**src/rtl/messbauer_saw_tooth_decoder_if.sv**
```systemverilog
// Sawtooth code bus between the velocity DAC tap and the decoder.
// The decoder returns its sweep markers, channel number and fault flags on the same bus.
interface messbauer_saw_tooth_decoder_if #(
   parameter int unsigned DATA_WIDTH = 12
);
   logic [DATA_WIDTH-1:0] in_value;
   logic                  clear_error;
   logic                  start;
   logic                  channel_strobe;
   logic [DATA_WIDTH-1:0] channel;
   logic                  dir;
   logic                  locked;
   logic                  cycle_done;
   logic [15:0]           period;
   logic [1:0]            error_flags;

   modport master (
      output in_value, clear_error,
      input  start, channel_strobe, channel, dir, locked, cycle_done, period, error_flags
   );

   modport slave (
      input  in_value, clear_error,
      output start, channel_strobe, channel, dir, locked, cycle_done, period, error_flags
   );
endinterface

```
**src/rtl/messbauer_saw_tooth_decoder.sv**
```systemverilog
// Locks onto the Mössbauer direct/reverse velocity sweep from the sampled DAC code.
// Regenerates the sweep and channel markers, measures channel duration and flags stream faults.
module messbauer_saw_tooth_decoder #(
   parameter int unsigned DATA_WIDTH            = 12,
   parameter int unsigned DIRECT_SLOPE_DURATION = 512,
   parameter int unsigned CHANNEL_TIMEOUT       = 65535
) (
   input logic                          clk,
   input logic                          areset_n,
   messbauer_saw_tooth_decoder_if.slave bus
);
   localparam int unsigned TIMER_W = 16;
   localparam logic [DATA_WIDTH-1:0] CODE_ONE = DATA_WIDTH'(1);
   localparam logic [DATA_WIDTH-1:0] CODE_END = DATA_WIDTH'(DIRECT_SLOPE_DURATION);
   localparam logic [TIMER_W-1:0]    TIMEOUT  = TIMER_W'(CHANNEL_TIMEOUT);

   typedef enum logic [1:0] {
      ST_SYNC    = 2'd0,
      ST_DIRECT  = 2'd1,
      ST_REVERSE = 2'd2
   } state_t;

   state_t                state_q, state_d;
   logic [DATA_WIDTH-1:0] in_q, in_prev;
   logic [TIMER_W-1:0]    timer_q;
   logic                  start_q, start_d;
   logic                  strobe_q, strobe_d;
   logic                  done_q, done_d;
   logic [DATA_WIDTH-1:0] channel_q, channel_d;
   logic [TIMER_W-1:0]    period_q, period_d;
   logic [1:0]            err_q, err_d;
   logic                  seq_fault, tmo_fault;

   logic change, plus_one, first_step, decrease, timed_out;

   assign change     = (in_q != in_prev);
   assign plus_one   = (in_q == DATA_WIDTH'(in_prev + CODE_ONE));
   assign first_step = (in_prev == '0) && (in_q == CODE_ONE);
   assign decrease   = (in_q < in_prev);
   assign timed_out  = !change && (timer_q == TIMEOUT);

   // State register
   always_ff @(posedge clk or negedge areset_n) begin
      if (!areset_n) state_q <= ST_SYNC;
      else           state_q <= state_d;
   end

   // Next-state and registered-output decode
   always_comb begin
      state_d   = state_q;
      start_d   = 1'b0;
      strobe_d  = 1'b0;
      done_d    = 1'b0;
      channel_d = channel_q;
      period_d  = period_q;
      seq_fault = 1'b0;
      tmo_fault = 1'b0;
      case (state_q)
         ST_SYNC: begin
            if (first_step) begin
               start_d   = 1'b1;
               strobe_d  = 1'b1;
               channel_d = CODE_ONE;
               state_d   = ST_DIRECT;
            end
         end
         ST_DIRECT: begin
            if (change) begin
               if (plus_one) begin
                  strobe_d  = 1'b1;
                  channel_d = in_q;
                  // the 0->1 step has no preceding channel to measure
                  if (in_prev != '0) period_d = TIMER_W'(timer_q + TIMER_W'(1));
                  if (in_q == CODE_END) begin
                     done_d  = 1'b1;
                     state_d = ST_REVERSE;
                  end
               end else begin
                  seq_fault = 1'b1;
                  state_d   = ST_SYNC;
               end
            end else if (timed_out) begin
               tmo_fault = 1'b1;
               state_d   = ST_SYNC;
            end
         end
         ST_REVERSE: begin
            if (change) begin
               if (first_step) begin
                  start_d   = 1'b1;
                  strobe_d  = 1'b1;
                  channel_d = CODE_ONE;
                  state_d   = ST_DIRECT;
               end else if (!decrease) begin
                  seq_fault = 1'b1;
                  state_d   = ST_SYNC;
               end
            end else if (timed_out) begin
               tmo_fault = 1'b1;
               state_d   = ST_SYNC;
            end
         end
         default: state_d = ST_SYNC;
      endcase
      // a new fault outranks a simultaneous clear
      err_d = (bus.clear_error ? 2'b00 : err_q) | {tmo_fault, seq_fault};
   end

   // Input pipe, channel timer and output registers
   always_ff @(posedge clk or negedge areset_n) begin
      if (!areset_n) begin
         in_q      <= '0;
         in_prev   <= '0;
         timer_q   <= '0;
         start_q   <= 1'b0;
         strobe_q  <= 1'b0;
         done_q    <= 1'b0;
         channel_q <= '0;
         period_q  <= '0;
         err_q     <= 2'b00;
      end else begin
         in_q      <= bus.in_value;
         in_prev   <= in_q;
         if (change)                timer_q <= '0;
         else if (timer_q != TIMEOUT) timer_q <= TIMER_W'(timer_q + TIMER_W'(1));
         start_q   <= start_d;
         strobe_q  <= strobe_d;
         done_q    <= done_d;
         channel_q <= channel_d;
         period_q  <= period_d;
         err_q     <= err_d;
      end
   end

   assign bus.start          = start_q;
   assign bus.channel_strobe = strobe_q;
   assign bus.cycle_done     = done_q;
   assign bus.channel        = channel_q;
   assign bus.period         = period_q;
   assign bus.error_flags    = err_q;
   assign bus.dir            = (state_q == ST_REVERSE);
   assign bus.locked         = (state_q == ST_DIRECT) || (state_q == ST_REVERSE);
endmodule
```
**src/flat_wrapper.sv**
```systemverilog
// flat-port wrapper written by rule: the top's interface ports become plain ports
module messbauer_saw_tooth_decoder_flat 
#(
   parameter int unsigned DATA_WIDTH            = 12,
   parameter int unsigned DIRECT_SLOPE_DURATION = 512,
   parameter int unsigned CHANNEL_TIMEOUT       = 65535
)
  (clk, areset_n, bus_in_value, bus_clear_error, bus_start, bus_channel_strobe, bus_channel, bus_dir, bus_locked, bus_cycle_done, bus_period, bus_error_flags);
  messbauer_saw_tooth_decoder_if #(.DATA_WIDTH(DATA_WIDTH)) bus_i ();
  input logic clk;
  input logic areset_n;
  input wire logic [$bits(bus_i.in_value)-1:0] bus_in_value;
  input wire logic [$bits(bus_i.clear_error)-1:0] bus_clear_error;
  output wire logic [$bits(bus_i.start)-1:0] bus_start;
  output wire logic [$bits(bus_i.channel_strobe)-1:0] bus_channel_strobe;
  output wire logic [$bits(bus_i.channel)-1:0] bus_channel;
  output wire logic [$bits(bus_i.dir)-1:0] bus_dir;
  output wire logic [$bits(bus_i.locked)-1:0] bus_locked;
  output wire logic [$bits(bus_i.cycle_done)-1:0] bus_cycle_done;
  output wire logic [$bits(bus_i.period)-1:0] bus_period;
  output wire logic [$bits(bus_i.error_flags)-1:0] bus_error_flags;
  assign bus_i.in_value = bus_in_value;
  assign bus_i.clear_error = bus_clear_error;
  assign bus_start = bus_i.start;
  assign bus_channel_strobe = bus_i.channel_strobe;
  assign bus_channel = bus_i.channel;
  assign bus_dir = bus_i.dir;
  assign bus_locked = bus_i.locked;
  assign bus_cycle_done = bus_i.cycle_done;
  assign bus_period = bus_i.period;
  assign bus_error_flags = bus_i.error_flags;
  messbauer_saw_tooth_decoder #(.DATA_WIDTH(DATA_WIDTH), .DIRECT_SLOPE_DURATION(DIRECT_SLOPE_DURATION), .CHANNEL_TIMEOUT(CHANNEL_TIMEOUT)) u_core (.clk(clk), .areset_n(areset_n), .bus(bus_i));
endmodule
```
**config.mk**
```make
export PLATFORM = sky130hd
export DESIGN_NAME = messbauer_saw_tooth_decoder_flat
export DESIGN_NICKNAME = d
export VERILOG_FILES = /design/src/rtl/messbauer_saw_tooth_decoder_if.sv /design/src/rtl/messbauer_saw_tooth_decoder.sv /design/src/flat_wrapper.sv
export SDC_FILE = /design/constraint.sdc
export NUM_CORES = 1
export LEC_CHECK = 0
export ABC_AREA = 0
export CORE_UTILIZATION = 53
export CTS_BUF_LIST = sky130_fd_sc_hd__clkbuf_16
export DETAILED_ROUTE_END_ITERATION = 6
export PLACE_DENSITY = 0.79
export SYNTH_ARGS = -nofsm -noshare
export SYNTH_HDL_FRONTEND = slang
export SYNTH_SLANG_ARGS = --single-unit
export TNS_END_PERCENT = 5
```
**constraint.sdc**
```tcl
create_clock -name clk -period 2.9 [get_ports clk]
set_clock_uncertainty 0.1 [all_clocks]
set_input_delay 0.29 -clock clk [delete_from_list [all_inputs] [get_ports clk]]
set_output_delay 0.29 -clock clk [all_outputs]
set_load 0.02 [all_outputs]
```
[Yosys cells after proc, flatten, opt, wreduce, memory -nomap -nowiden]
Cells that the tools add are included.
Storage, ports and cells
  register bits after elaboration: 75
  bits in latches: 0
  memory bits (writable): 0
  bits in read-only memories: 0
  input port bits: 15
  output and inout bits: 35
  memories: 0
Operators by class
  add/sub/neg operators: 2
  $mul: 0
  divide/modulo/power cells: 0
  order comparisons: 1
  equality and inequality tests: 14
  shift operators: 0
  muxes and demuxes: 36
  bitwise logic cells: 1
  reductions and logical operators: 13
Operators by type and width (count)
  12-bit two-way mux: 4
  12-bit one-hot mux with 3 select lines: 1
  16-bit two-way mux: 2
  2-bit two-way mux: 9
  16-bit by 1-bit adder with 16-bit output (second input constant): 1
  16-bit equality test (second input constant): 1
  1-bit two-way mux: 16
  16-bit inequality test (second input constant): 1
  12-bit by 1-bit adder with 12-bit output (second input constant): 1
  12-bit by 1-bit equality test with 1-bit output (second input constant): 1
  12-bit by 10-bit equality test with 1-bit output (second input constant): 1
  12-bit equality test: 1
  12-bit zero test: 1
  12-bit less-than comparator: 1
  12-bit inequality test: 1
  12-bit nonzero test: 1
  2-bit by 1-bit inequality test with 1-bit output (second input constant): 4
  4-bit inequality test (second input constant): 2
  4-bit AND reduction: 2
  2-bit one-hot mux with 3 select lines: 1
  1-bit one-hot mux with 2 select lines: 2
  1-bit one-hot mux with 3 select lines: 1
  3-bit AND reduction: 1
  3-bit nonzero test: 1
  other kinds (9): 10

[Longest topological paths before layout]
  word-level depth: 7
  depth in mapped cells: 11
  mapped depth without buffers: 9

[Worst setup path after synthesis]
No wires, ideal clock.
  path kind: register to register
  start point: register u_core.in_prev[0]
  end point: register u_core.period_q[14] (netlist: u_core.bus.period[14])
  setup time: 0.125 ns
  arrival: 2.467 ns
  required time: 2.675 ns
  setup slack: 0.208 ns
  cell stages (with the launch flop): 10
  buffers on the path: 1
  period minus slack after synthesis: 2.692 ns
  cells stage by stage: dfrtp_1 > ha_1 > nand2_1 > or3b_1 > o32ai_1 > o211ai_1 > or4_4 > nand2b_4 > buf_6 > mux2_4
On the way
  word-level cells in the longest chain between the ends: 3
  elaborated cells on any way between the ends: 5
  classes of those cells: add/sub: 1; eq/ne: 2; reduce/logical: 2
Ends and longest elaborated chain
  start, declared: RTL line messbauer_saw_tooth_decoder.sv:24  | logic [DATA_WIDTH-1:0] in_q, in_prev;
  start signal, assigned: RTL line messbauer_saw_tooth_decoder.sv:123  | in_prev <= in_q;
  12-bit by 1-bit adder with 12-bit output: RTL line messbauer_saw_tooth_decoder.sv:37  | assign plus_one = (in_q == DATA_WIDTH'(in_prev + CODE_ONE));
  12-bit equality test: RTL line messbauer_saw_tooth_decoder.sv:37
  4-bit AND reduction (no source line) (*)
  end signal, assigned: RTL line messbauer_saw_tooth_decoder.sv:130  | period_q <= period_d;
  end, declared: RTL line messbauer_saw_tooth_decoder.sv:30  | logic [TIMER_W-1:0] period_q, period_d;
Every way passes the cells marked *; elsewhere a longest branch is shown, timed or not.
A chain may end at the register's enable or synchronous reset.

[Worst setup path after layout]
Ends and elaborated chain as after synthesis.

==> out/metrics.cfg <==
[layout]
nFillCells = 523
area.growth.synth_to_final_pct = 27.32
area.sequential_um2 = 1879
insertedDiodeCount = 0
multiInputGateArea_um2 = 1698
number_of_nets_in_the_final_layout = 463
finalNonFillerCells = 529
layout-drive-gt1-share_pct = 11.32

[floorplanning]
i_o_pin_count = 50
core_area_um2 = 6832
floorplan.die_area_um2 = 7488
die_width_um = 86.54
dieHeight_um = 86.54
num_rows = 30
initial_utilization_pct = 55.44

[power]
power_per_cell_area_nw_per_um2 = 478.6
power_uw = 2308
vdd.ir_drop.worst_mv = 0.4067
static_leakage_uw = 0.002182

[sta]
slew_headroom_pct = 57.34
rsz_0062_raised_after_global_routing = yes
clock.fmax_mhz = 360.6
final.setup.tns_ps = 0
worst_pin_slew_ps = 639.9
final-hold-violation-count = 0
finalSetupViolCount = 0
post-route-period-util_pct = 95.61
final-max-slew-violation-count = 0
layout_min_cycle_time_ps = 2773

[setup_path]
class_of_the_most_critical_setup_path = register to register
critical_path.endpoint = u_core.bus.period[14]
critPathLaunchType = register
critical_path.reg2reg.startpoint = u_core.in_prev[0]
cp-end-kind = register
worst-r2r-cell-count = 9
crit_arrival_ps = 2900
crit_path_start = u_core.in_prev[0]
worstPathMaxFanout = 9
timing.rr.end = u_core.bus.period[14]
timing.reg2reg.setup_slack_ps = 130
critical_path_required_ps = 3030

[clock_tree]
htree_num_levels = 3
tritoncts = built
tritoncts.num_buffers = 9
worstSkewPairLatency_ps = 350
clockBufferDepth = 2
worst_setup_hold_path_clk_slew_ps = 60
clock_sink_count = 75
clockRootBuffer = sky130_fd_sc_hd__clkbuf_16

[placed_design]
post-place-cells = 508
detailedPlacementHpwl_um = 5813
port_buffers = 49
globalplace.congestion = 0.9255

[routing]
avgRoutedWirePerCell_um = 15.66
drtIter0Drc = 223
drt_first_pass_iters = 5
via_per_inst = 5.505
via_count = 2912
post_route_antenna_net_violation_count = 0
routed_wirelength_um = 8284
drcViolationCount = 0

[synth]
ys_dominant_reg_cell = sky130_fd_sc_hd__dfrtp_1
synth_compound_area_share_pct = 8.358
synth_cells = 360
synth.area.mux_share_pct = 8.391
synth-seq-cells = 75
synthAdderAreaFrac_pct = 6.607
post_synth_xor_area_fraction_pct = 6.244
synth_top_family_by_area = simple AND/OR/NAND/NOR gates
number_of_warning_messages_in_the_yosys_log = 0
yosys.area_share.simple_pct = 14.60
sequential_share_of_the_synthesized_area_pct = 49.55
synth_edf_count = 0
post_synth_instance_area_um2 = 3787
avgSynthCellArea_um2 = 10.52
synthArstFlopShare_pct = 100.0
synth_nets = 395
synth_cell_types = 52

[grt]
grt_start_max_net_pins = 49
global_route.usage.total_pct = 24.10
overflow_after_grt = 0
grt_pass1_vias = 2791
number_of_antenna_violations_at_the_first_check_in_global_routing = 0
grt_pass1_wl_um = 13540

[run]
max_cap_viol_count = 0

[min_path]
min-delay-path-class = input port to register

[outcome]
status = finished clean

[metal layers]
metal  GRT usage (%)  routed length [µm]  vias up
met4           10.15                 175        0
met1           32.70                3821     1441
met5               0                   0        -
met2           37.59                3920       78
met3           5.429                 368       17
li1                -                   -     1376
[Yosys cell counts, types with 2 or more instances]
| cell type | number | area, µm² |
|---|---|---|
| sky130_fd_sc_hd__dfrtp_1 | 75 | 1877 |
| sky130_fd_sc_hd__xor2_1 | 7 | 61.31 |
| sky130_fd_sc_hd__or3_1 | 4 | 25.02 |
| sky130_fd_sc_hd__nor2_1 | 14 | 52.55 |
| sky130_fd_sc_hd__nand4_1 | 10 | 62.56 |
| sky130_fd_sc_hd__o21ai_0 | 5 | 25.02 |
| sky130_fd_sc_hd__mux2i_1 | 28 | 280.3 |
| sky130_fd_sc_hd__nor2b_1 | 6 | 37.54 |
| sky130_fd_sc_hd__nand3b_1 | 3 | 22.52 |
| sky130_fd_sc_hd__nor3_1 | 6 | 30.03 |
| sky130_fd_sc_hd__mux2_2 | 2 | 22.52 |
| sky130_fd_sc_hd__buf_2 | 2 | 10.01 |
| sky130_fd_sc_hd__xnor2_1 | 20 | 175.2 |
| sky130_fd_sc_hd__nor4_1 | 7 | 43.79 |
| sky130_fd_sc_hd__and3_1 | 4 | 25.02 |
| sky130_fd_sc_hd__a21o_1 | 2 | 15.01 |
| sky130_fd_sc_hd__nand2_1 | 23 | 86.33 |
| sky130_fd_sc_hd__o32ai_1 | 2 | 17.52 |
| sky130_fd_sc_hd__a211oi_1 | 3 | 22.52 |
| sky130_fd_sc_hd__and2_1 | 2 | 12.51 |
| sky130_fd_sc_hd__or4_1 | 2 | 15.01 |
| sky130_fd_sc_hd__ha_1 | 20 | 250.2 |
| sky130_fd_sc_hd__nand3_1 | 15 | 75.07 |
| sky130_fd_sc_hd__clkbuf_1 | 6 | 22.52 |
| sky130_fd_sc_hd__a21oi_1 | 20 | 100.1 |
| sky130_fd_sc_hd__o211ai_1 | 3 | 22.52 |
| sky130_fd_sc_hd__inv_1 | 44 | 165.2 |
[area by class of cell]
class | count | share of cell area, %
multi-input cells | 229 | 35.21
inverters | 44 | 3.425
repair buffers | 69 | 14.01
well taps | 96 | 2.491
flip-flops and latches | 75 | 38.97
clock buffers | 9 | 4.670
clock inverters | 7 | 1.220
[worst max-delay path, stage by stage, from the launching register on]
cell                       delay (ps)
sky130_fd_sc_hd__dfrtp_2          470
sky130_fd_sc_hd__inv_1             70
sky130_fd_sc_hd__ha_1             300
sky130_fd_sc_hd__xor2_1           140
sky130_fd_sc_hd__nor2_1           130
sky130_fd_sc_hd__o211a_1          170
sky130_fd_sc_hd__o211ai_1         140
sky130_fd_sc_hd__or4_4            590
sky130_fd_sc_hd__nand2b_4         230
sky130_fd_sc_hd__mux2_4           310
[per-stage QoR]
| stage | utilization (%) | hold WS (ps) | setup WS [ps] | cell area (µm²) |
|---|---|---|---|---|
| global placement | 65.46 | 240.5 | 118.0 | 4472 |
| global route | 70.59 | 276.5 | -10.81 | 4822 |
| detailed placement | 65.46 | 245.8 | 69.01 | 4472 |
| CTS | 69.76 | 274.8 | 36.25 | 4766 |
| finish | 70.59 | 277.9 | 127.2 | 4822 |
| floorplan | - | -105.6 | 208.1 | 3787 |
[worst min path at each step]
stage	startpoint	end	slack (ps)	cells after the start
after floorplan	areset_n	u_core.bus.channel[0]	-110	0
after global placement	areset_n	u_core.bus.channel[1]	240	1
after detailed placement	areset_n	u_core.bus.channel[1]	250	1
after CTS	bus_in_value[6]	u_core.in_q[6]	270	1
after global routing	bus_in_value[1]	u_core.in_q[1]	280	1
final	bus_in_value[6]	u_core.in_q[6]	280	1
[logic make-up (layout without fill, tap and decap cells)]
family          after synthesis  after routing
compound gates               48             48
xor+xnor                     27             27
fa+ha+maj                    20             20
buf+inv                      56            129
flops                        75             75
mux                          31             31
simple gates                103            103
[sequential cells by signal, summed over array words and instances (netlist names)]
name and cells:
u_core.in_q 12, u_core.timer_q 16, u_core.bus.period 16, u_core.bus.cycle_done 1
u_core.bus.channel_strobe 1, u_core.in_prev 12, u_core.bus.error_flags 2, u_core.bus.start 1
u_core.state_q 2, u_core.bus.channel 12
[cell usage in the layout (no fill, tap or decap), types with 3 or more instances in the layout]
cell	synthesis	final
sky130_fd_sc_hd__a211oi_1	3	3
sky130_fd_sc_hd__a21oi_1	20	20
sky130_fd_sc_hd__and3_1	4	4
sky130_fd_sc_hd__buf_12	0	3
sky130_fd_sc_hd__buf_4	1	16
sky130_fd_sc_hd__clkbuf_16	0	9
sky130_fd_sc_hd__clkdlybuf4s50_1	0	48
sky130_fd_sc_hd__dfrtp_1	75	73
sky130_fd_sc_hd__ha_1	20	19
sky130_fd_sc_hd__inv_1	44	44
sky130_fd_sc_hd__mux2i_1	28	28
sky130_fd_sc_hd__nand2_1	23	23
sky130_fd_sc_hd__nand3_1	15	14
sky130_fd_sc_hd__nand3b_1	3	3
sky130_fd_sc_hd__nand4_1	10	10
sky130_fd_sc_hd__nor2_1	14	14
sky130_fd_sc_hd__nor2b_1	6	6
sky130_fd_sc_hd__nor3_1	6	6
sky130_fd_sc_hd__nor4_1	7	6
sky130_fd_sc_hd__o211ai_1	3	3
sky130_fd_sc_hd__o21ai_0	5	5
sky130_fd_sc_hd__or3_1	4	4
sky130_fd_sc_hd__xnor2_1	20	20
sky130_fd_sc_hd__xor2_1	7	7
[power by group]
part | total (µW) | internal, µW | switching (µW)
Sequential | 1090 | 1060 | 29.6
Clock | 1060 | 592 | 470
Combinational | 152 | 69.9 | 82.6
[repair_timing]
item / in CTS / in global routing
hold buffers: 1 / 0
gates resized for setup: 0 / 6
setup endpoints to repair: 0 / 28
endpoints found under the hold margin: 27 / 0
setup buffers: 0 / 4
No activity file was read; power rests on OpenSTA's default activity.
